===== config.mk =====
export PLATFORM = sky130hd
export DESIGN_NAME = i2s_output
export DESIGN_NICKNAME = d
export VERILOG_FILES = /design/src/rtl/i2s_output.sv
export SDC_FILE = /design/constraint.sdc
export NUM_CORES = 1
export LEC_CHECK = 0
export CORE_MARGIN = 2
export CORE_UTILIZATION = 30
export CTS_CLUSTER_SIZE = 30
export DETAILED_ROUTE_END_ITERATION = 8
export GPL_ROUTABILITY_DRIVEN = 0
export HOLD_SLACK_MARGIN = 0.08
export SLEW_MARGIN = 20
export SYNTH_ARGS = -nofsm -noshare
export SYNTH_HDL_FRONTEND = slang
export SYNTH_SLANG_ARGS = --single-unit

===== constraint.sdc =====
create_clock -name i_Clock -period 4 [get_ports i_Clock]
set_input_delay 0.6 -clock i_Clock [delete_from_list [all_inputs] [get_ports i_Clock]]
set_output_delay 0.6 -clock i_Clock [all_outputs]
set_load 0.1 [all_outputs]

===== src/rtl/i2s_output.sv =====
// I2S transmitter: sample FIFO feeding a 32-slot I2S frame.
// One 16-bit sample is popped per frame and sent on both left and right
// channels. BCLK is derived from i_Clock by a half-period divider; LRCLK and
// SDATA change only on BCLK falling events.
module i2s_output #(
    parameter int CLKS_PER_BCLK_HALF = 4,
    parameter int FIFO_DEPTH         = 8
) (
    input  logic                          i_Clock,
    input  logic                          i_Reset,
    input  logic                          i_SampleReady,
    input  logic signed [15:0]            i_Sample,
    output logic                          o_BCLK,
    output logic                          o_LRCLK,
    output logic                          o_SDATA,
    output logic [$clog2(FIFO_DEPTH):0]   o_FifoLevel,
    output logic                          o_Overflow,
    output logic                          o_Underrun
);

    localparam int              PTR_W    = $clog2(FIFO_DEPTH);
    localparam logic [7:0]      DIV_LAST = 8'(CLKS_PER_BCLK_HALF - 1);
    localparam logic [PTR_W:0]  LVL_FULL = (PTR_W + 1)'(FIFO_DEPTH);

    // Divider and bit clock
    logic [7:0]       div_q, div_d;
    logic             bclk_q, bclk_d;

    // Frame state
    logic [4:0]       slot_q, slot_d;
    logic [15:0]      word_q, word_d;
    logic             lrclk_q, lrclk_d;
    logic             sdata_q, sdata_d;

    // FIFO state
    logic [15:0]      mem_q [FIFO_DEPTH];
    logic [PTR_W-1:0] rd_ptr_q, rd_ptr_d;
    logic [PTR_W-1:0] wr_ptr_q, wr_ptr_d;
    logic [PTR_W:0]   level_q, level_d;
    logic             overflow_q, overflow_d;
    logic             underrun_q, underrun_d;

    // Decoded events
    logic             div_tc;
    logic             fall_evt;
    logic             pop_req;
    logic             fifo_empty;
    logic             fifo_full;
    logic             do_pop;
    logic             do_push;
    logic [4:0]       slot_m1;
    logic [3:0]       bit_idx;

    // Next-state logic for divider, slot counter, FIFO and serializer
    always_comb begin
        div_tc     = (div_q == DIV_LAST);
        div_d      = div_tc ? 8'd0 : div_q + 8'd1;
        bclk_d     = div_tc ? ~bclk_q : bclk_q;

        // A falling event is the terminal count while BCLK is high.
        fall_evt   = div_tc && bclk_q;
        slot_d     = fall_evt ? slot_q + 5'd1 : slot_q;

        // The slot 0 -> 1 transition starts a new frame and fetches a sample.
        pop_req    = fall_evt && (slot_q == 5'd0);
        fifo_empty = (level_q == '0);
        fifo_full  = (level_q == LVL_FULL);
        do_pop     = pop_req && !fifo_empty;
        underrun_d = pop_req && fifo_empty;

        // A pop in the same cycle frees the slot, so a full FIFO still accepts.
        do_push    = i_SampleReady && (!fifo_full || do_pop);
        overflow_d = i_SampleReady && fifo_full && !do_pop;

        word_d     = word_q;
        if (pop_req) begin
            word_d = fifo_empty ? 16'h0000 : mem_q[rd_ptr_q];
        end

        // Slot s carries bit 15-((s-1) mod 16); 15-x is ~x in four bits.
        slot_m1    = slot_d - 5'd1;
        bit_idx    = ~slot_m1[3:0];
        sdata_d    = fall_evt ? word_d[bit_idx] : sdata_q;
        lrclk_d    = slot_d[4];

        rd_ptr_d   = do_pop  ? rd_ptr_q + 1'b1 : rd_ptr_q;
        wr_ptr_d   = do_push ? wr_ptr_q + 1'b1 : wr_ptr_q;

        level_d    = level_q;
        unique case ({do_push, do_pop})
            2'b10:   level_d = level_q + 1'b1;
            2'b01:   level_d = level_q - 1'b1;
            default: level_d = level_q;
        endcase
    end

    // State registers with synchronous reset
    always_ff @(posedge i_Clock) begin
        if (i_Reset) begin
            div_q      <= '0;
            bclk_q     <= 1'b0;
            slot_q     <= '0;
            word_q     <= '0;
            lrclk_q    <= 1'b0;
            sdata_q    <= 1'b0;
            rd_ptr_q   <= '0;
            wr_ptr_q   <= '0;
            level_q    <= '0;
            overflow_q <= 1'b0;
            underrun_q <= 1'b0;
        end else begin
            div_q      <= div_d;
            bclk_q     <= bclk_d;
            slot_q     <= slot_d;
            word_q     <= word_d;
            lrclk_q    <= lrclk_d;
            sdata_q    <= sdata_d;
            rd_ptr_q   <= rd_ptr_d;
            wr_ptr_q   <= wr_ptr_d;
            level_q    <= level_d;
            overflow_q <= overflow_d;
            underrun_q <= underrun_d;
        end
    end

    // FIFO storage write port; contents need no reset since pointers do
    always_ff @(posedge i_Clock) begin
        if (do_push && !i_Reset) begin
            mem_q[wr_ptr_q] <= i_Sample;
        end
    end

    assign o_BCLK      = bclk_q;
    assign o_LRCLK     = lrclk_q;
    assign o_SDATA     = sdata_q;
    assign o_FifoLevel = level_q;
    assign o_Overflow  = overflow_q;
    assign o_Underrun  = underrun_q;

endmodule

**Yosys cells after proc, flatten, opt, wreduce, memory -nomap -nowiden**

Memories as Yosys holds them, arrays and structs flattened. A register that Yosys moved wholly into a read port is not among the register bits.
Index checks and enable logic that the tools add are counted.

- Bits in read-only memories: 0
- Bits of input ports: 19
- Bits in registers: 44
- Bits in latches: 0
- Memories kept: 1
- Output and inout bits: 9
- Memory bits (writable): 128

Memory list:

| memory | depth | width | read ports | clocked after memory_dff | write ports | RTL line | RTL |
|---|---|---|---|---|---|---|---|
| mem_q | 8 | 16 | 1 | 1 | 1 | 36 | `logic [15:0] mem_q [FIFO_DEPTH];` |

- Div/mod/pow operators: 0
- Equality and inequality tests: 4
- Shift operators: 0
- Add/subtract/negate cells: 7
- Muxes and demuxes: 10
- Reduce and logical (&&, ||, !) cells: 17
- Order comparisons: 1
- Bitwise gates (word level): 2
- Multipliers: 0

Operators with widths:

| operator | count |
|---|---|
| two-way mux 16 bit | 2 |
| adder 8 x 1 -> 8 bit, second input constant | 1 |
| equality test 8 x 2 -> 1 bit, second input constant | 1 |
| logical AND 1 bit | 8 |
| case mux 4 bit (2 select lines) | 1 |
| subtractor 4 x 1 -> 4 bit, second input constant | 2 |
| adder 3 x 1 -> 3 bit, second input constant | 2 |
| two-way mux 3 bit | 2 |
| adder 5 x 1 -> 5 bit, second input constant | 1 |
| logical NOT 5 bit | 1 |
| less-than comparator 4 x 5 -> 1 bit, second input constant | 1 |
| two-way mux 5 bit | 1 |
| adder 4 x 1 -> 4 bit, second input constant | 1 |
| binary-select mux 1 bit (select 4 bit) | 1 |
| equality test 4 bit, second input constant | 1 |
| logical NOT 1 bit | 4 |
| logical NOT 4 bit | 1 |
| NOT 4 bit | 1 |
| two-way mux 1 bit | 3 |
| equality test 2 x 1 -> 1 bit, second input constant | 1 |
| equality test 2 bit, second input constant | 1 |
| nonzero test 2 bit | 1 |
| OR reduction 2 bit | 1 |
| logical OR 1 bit | 1 |
| NOT 1 bit | 1 |

**Depth between registers and ports, before layout**

- Depth after elaboration: 9
- Mapped depth: 15

**Worst setup path before layout**

OpenSTA, ideal clock, no wires.

- Path kind: register -> register
- From: register bclk_q (netlist: o_BCLK)
- To: memory mem_q[0][0], enable pin
- Buffers on the path: 1
- Path slack: 0.056 ns
- Setup time: 0.409 ns
- Arrival time: 3.535 ns
- Period minus slack after synthesis: 3.944 ns
- Data required time: 3.591 ns
- Stages on the path, launching flop included: 7
- Path through: dfxtp_1 > or4b_1 > buf_2 > nor3_1 > o21ai_0 > or3_1 > nor3_1

- Word-level cells in the longest chain between the ends: 8

RTL lines:

| item | RTL line | RTL |
|---|---|---|
| start, declared | 27 | `logic bclk_q, bclk_d;` |
| start signal, assigned | 113 | `bclk_q <= bclk_d;` |
| logical AND 1 bit | 61 | `fall_evt = div_tc && bclk_q;` |
| logical AND 1 bit | 65 | `pop_req = fall_evt && (slot_q == 5'd0);` |
| logical AND 1 bit | 68 | `do_pop = pop_req && !fifo_empty;` |
| logical OR 1 bit | 72 | `do_push = i_SampleReady && (!fifo_full \|\| do_pop);` |
| logical AND 1 bit | 72 |  |
| logical AND 1 bit | 128 | `if (do_push && !i_Reset) begin` |
| two-way mux 1 bit | 128 |  |
| two-way mux 1 bit (implied by the code) | 129 | `mem_q[wr_ptr_q] <= i_Sample;` |
| end, declared | 36 |  |

Every way passes these cells.

**Final worst setup path**

- From: register div_q[0]
- To: register sdata_q (netlist: o_SDATA)

- Word-level cells in the longest chain between the ends: 7
- Elaborated cells on any way between the ends: 9

RTL lines:

| item | RTL line | RTL |
|---|---|---|
| start, declared | 26 | `logic [7:0] div_q, div_d;` |
| start signal, assigned | 112 | `div_q <= div_d;` |
| equality test 8 x 2 -> 1 bit (*) | 56 | `div_tc = (div_q == DIV_LAST);` |
| logical AND 1 bit (*) | 61 |  |
| two-way mux 5 bit | 62 | `slot_d = fall_evt ? slot_q + 5'd1 : slot_q;` |
| subtractor 4 x 1 -> 4 bit | 81 | `slot_m1 = slot_d - 5'd1;` |
| NOT 4 bit | 82 | `bit_idx = ~slot_m1[3:0];` |
| binary-select mux 1 bit (select 4 bit) | 83 | `sdata_d = fall_evt ? word_d[bit_idx] : sdata_q;` |
| two-way mux 1 bit (implied by the code) | 83 |  |
| end signal, assigned | 117 | `sdata_q <= sdata_d;` |
| end, declared | 33 | `logic sdata_q, sdata_d;` |

Mark *: on every way between the ends. The rest lies on a longest branch, timed or not. The select of a mux whose other input is x is not followed.
A chain may end at the register's enable or synchronous reset.

==> flow_summary.toml <==
[run_status]
status = "finished clean"

[synth]
synth-edff-count = 128
synth_area_um2 = 7078
synth_seq_cells = 174
yosys_warnings = 0
syn_inst = 466
syn_nets = 492
postSynthAreaPerCell_um2 = 15.19
ys_types = 58
async_flop_share = 0
synthFlopType = "edfxtp_1"
yosysSeqAreaShare = 0.6731

[die]
die_h_um = 157.6
initial_utilization = 0.3034
ios = 28
dieArea_um2 = 24840
die_x_um = 157.6
rows = 56
core_area_um2 = 23330

[sta]
final_hold_viol_count = 0
tightestPinTransition_ns = 0.9897
fin_setup_tns_ns = 0
fin_crit_sh = 0.9177
holdWs_ns = 0.4582
rsz0062_at_grt = "no"
drv_slew = 0
slew_headroom = 0.3381
period_minus_slack_ns = 3.671
timing.fmax_ghz = 0.2724
skew_ns = 0.007090
setup_viol = 0
setup_slack_ns = 0.3293

[run]
drv_cap = 0

[cts]
postCtsSetupBuffers = 0
post_cts_resized = 0
clockBufferDepth = 2
clock_latency_ns = 0.42
htreeDepth = 4
ctsHoldBuffers = 0
cts.sinks = 174
path_clk_slew_ns = 0.07
cts_tree = "built"
cts_buffers = 17
cts_root_buffer = "clkbuf_16"

[global_routing]
grt_pass1_wl_mm = 23.07
grt_pass1_vias = 4063
grt_overflow_total = 0
grt_max_degree = 41
track_usage = 0.1249
antenna_found_initial = 0

[route]
route.vias.total = 3978
drc = 0
drtIter0Drc = 278
antenna_left = 0
routed_via_density = 4.776
wire_per_inst_um = 17.26
routed_wl_mm = 14.38
dr.pass1.iters = 4

[power]
p_leak_nw = 2.716
power.density_nw_per_um2 = 462.8
ir_worst_vdd_mv = 0.2504
finalPower_mw = 3.876

[finish]
area_growth_pct = 18.31
fin_area_um2 = 8374
layout_commonest_cell = "edfxtp_1"
layout_common_cells = "edfxtp_1 (128), nor2_1 (50), dfxtp_1 (45)"
num-nets-final = 527
antenna_cells = 0
final_layout_size_suffix_gt1_frac = 0.1751

[placement]
postPlaceCellArea_um2 = 7751
pre_cts_ws_ns = 0.3650
dp_hpwl_mm = 8.981
io_buffers = 27

[critical_path]
start_kind = "register"
cp.arrival_ns = 3.97
cp_max_fo = 9
worstSetupPathType = "register to register"
required_ns = 4.30
end_kind = "register"

[hold_path]
hp-class = "register to register"
stage by stage:
stage | util | std cells
floorplan | - | 466
global placement | 0.3322 | 801
detailed placement | 0.3322 | 801
CTS | 0.3589 | 833
global route | 0.3589 | 833
finish | 0.3589 | 833
power by group:
| group | switching (mW) | leakage (nW) | internal [mW] |
|---|---|---|---|
| Clock | 0.727 | 0.306 | 1.01 |
| Combinational | 0.104 | 0.882 | 0.0568 |
| Sequential | 0.0163 | 1.53 | 1.96 |
cells in the mapped netlist, drive strengths merged (10+ instances only):
cell type | count | area [µm²]
a21oi | 17 | 85.08
buf | 10 | 65.06
edfxtp | 128 | 3844
nor2 | 52 | 214.0
xor2 | 13 | 113.9
clkbuf | 14 | 52.55
nand2 | 22 | 82.58
nand2b | 12 | 75.07
o21ai | 12 | 60.05
mux4 | 32 | 720.7
dfxtp | 46 | 920.9
cell type report:
cell class / count / area, µm²
flip-flops and latches: 174 / 4766
inverters: 6 / 22.52
repair buffers: 40 / 380.4
clock inverters: 15 / 197.7
multi-input cells: 262 / 2183
well taps: 319 / 399.1
fillers: 2160 / 14960
clock buffers: 17 / 425.4
worst paths after layout:
path | start | slack [ns] | to | cells after the start
max reg2reg | div_q[0] | 0.33 | o_SDATA | 13
max | div_q[0] | 0.33 | o_SDATA | 13
min | word_q[9] | 0.46 | word_q[9] | 2
min reg2reg | word_q[9] | 0.46 | word_q[9] | 2
flip-flops by register name, indices dropped and copies added, names as in the netlist, named ones only:
name         count
o_BCLK           1
o_FifoLevel      4
o_SDATA          1
div_q            8
word_q          16
slot_q           5
wr_ptr_q         3
o_Underrun       1
mem_q          128
o_Overflow       1
rd_ptr_q         3
cell families (layout without fill, tap and decap cells):
family,Yosys count,count (layout),share of synthesized area
buf+inv,30,78,0.01980
fa+ha+maj,7,7,0.01237
xor+xnor,20,20,0.02475
mux,39,39,0.1119
compound gates,65,65,0.06329
flops,174,174,0.6731
simple gates,131,131,0.09475
layer usage:
layer,share of wire,track usage,vias up
met5,0,0,-
met1,0.43,0.1602,2018
met4,0.011,0.04156,0
met3,0.044,0.02874,12
met2,0.51,0.2090,88
li1,-,-,1860
worst max-delay path, stage by stage (launching register included):
cell	delay, ns
dfxtp_1	0.38
ha_1	0.26
or4b_4	0.55
nor2_2	0.31
xnor2_1	0.21
inv_1	0.19
ha_1	0.23
xnor2_1	0.13
and4_1	0.22
or2_2	0.36
and2_1	0.19
o311a_1	0.12
nor4_1	0.28
a211oi_1	0.11
Power figures use the tool's default switching activity.
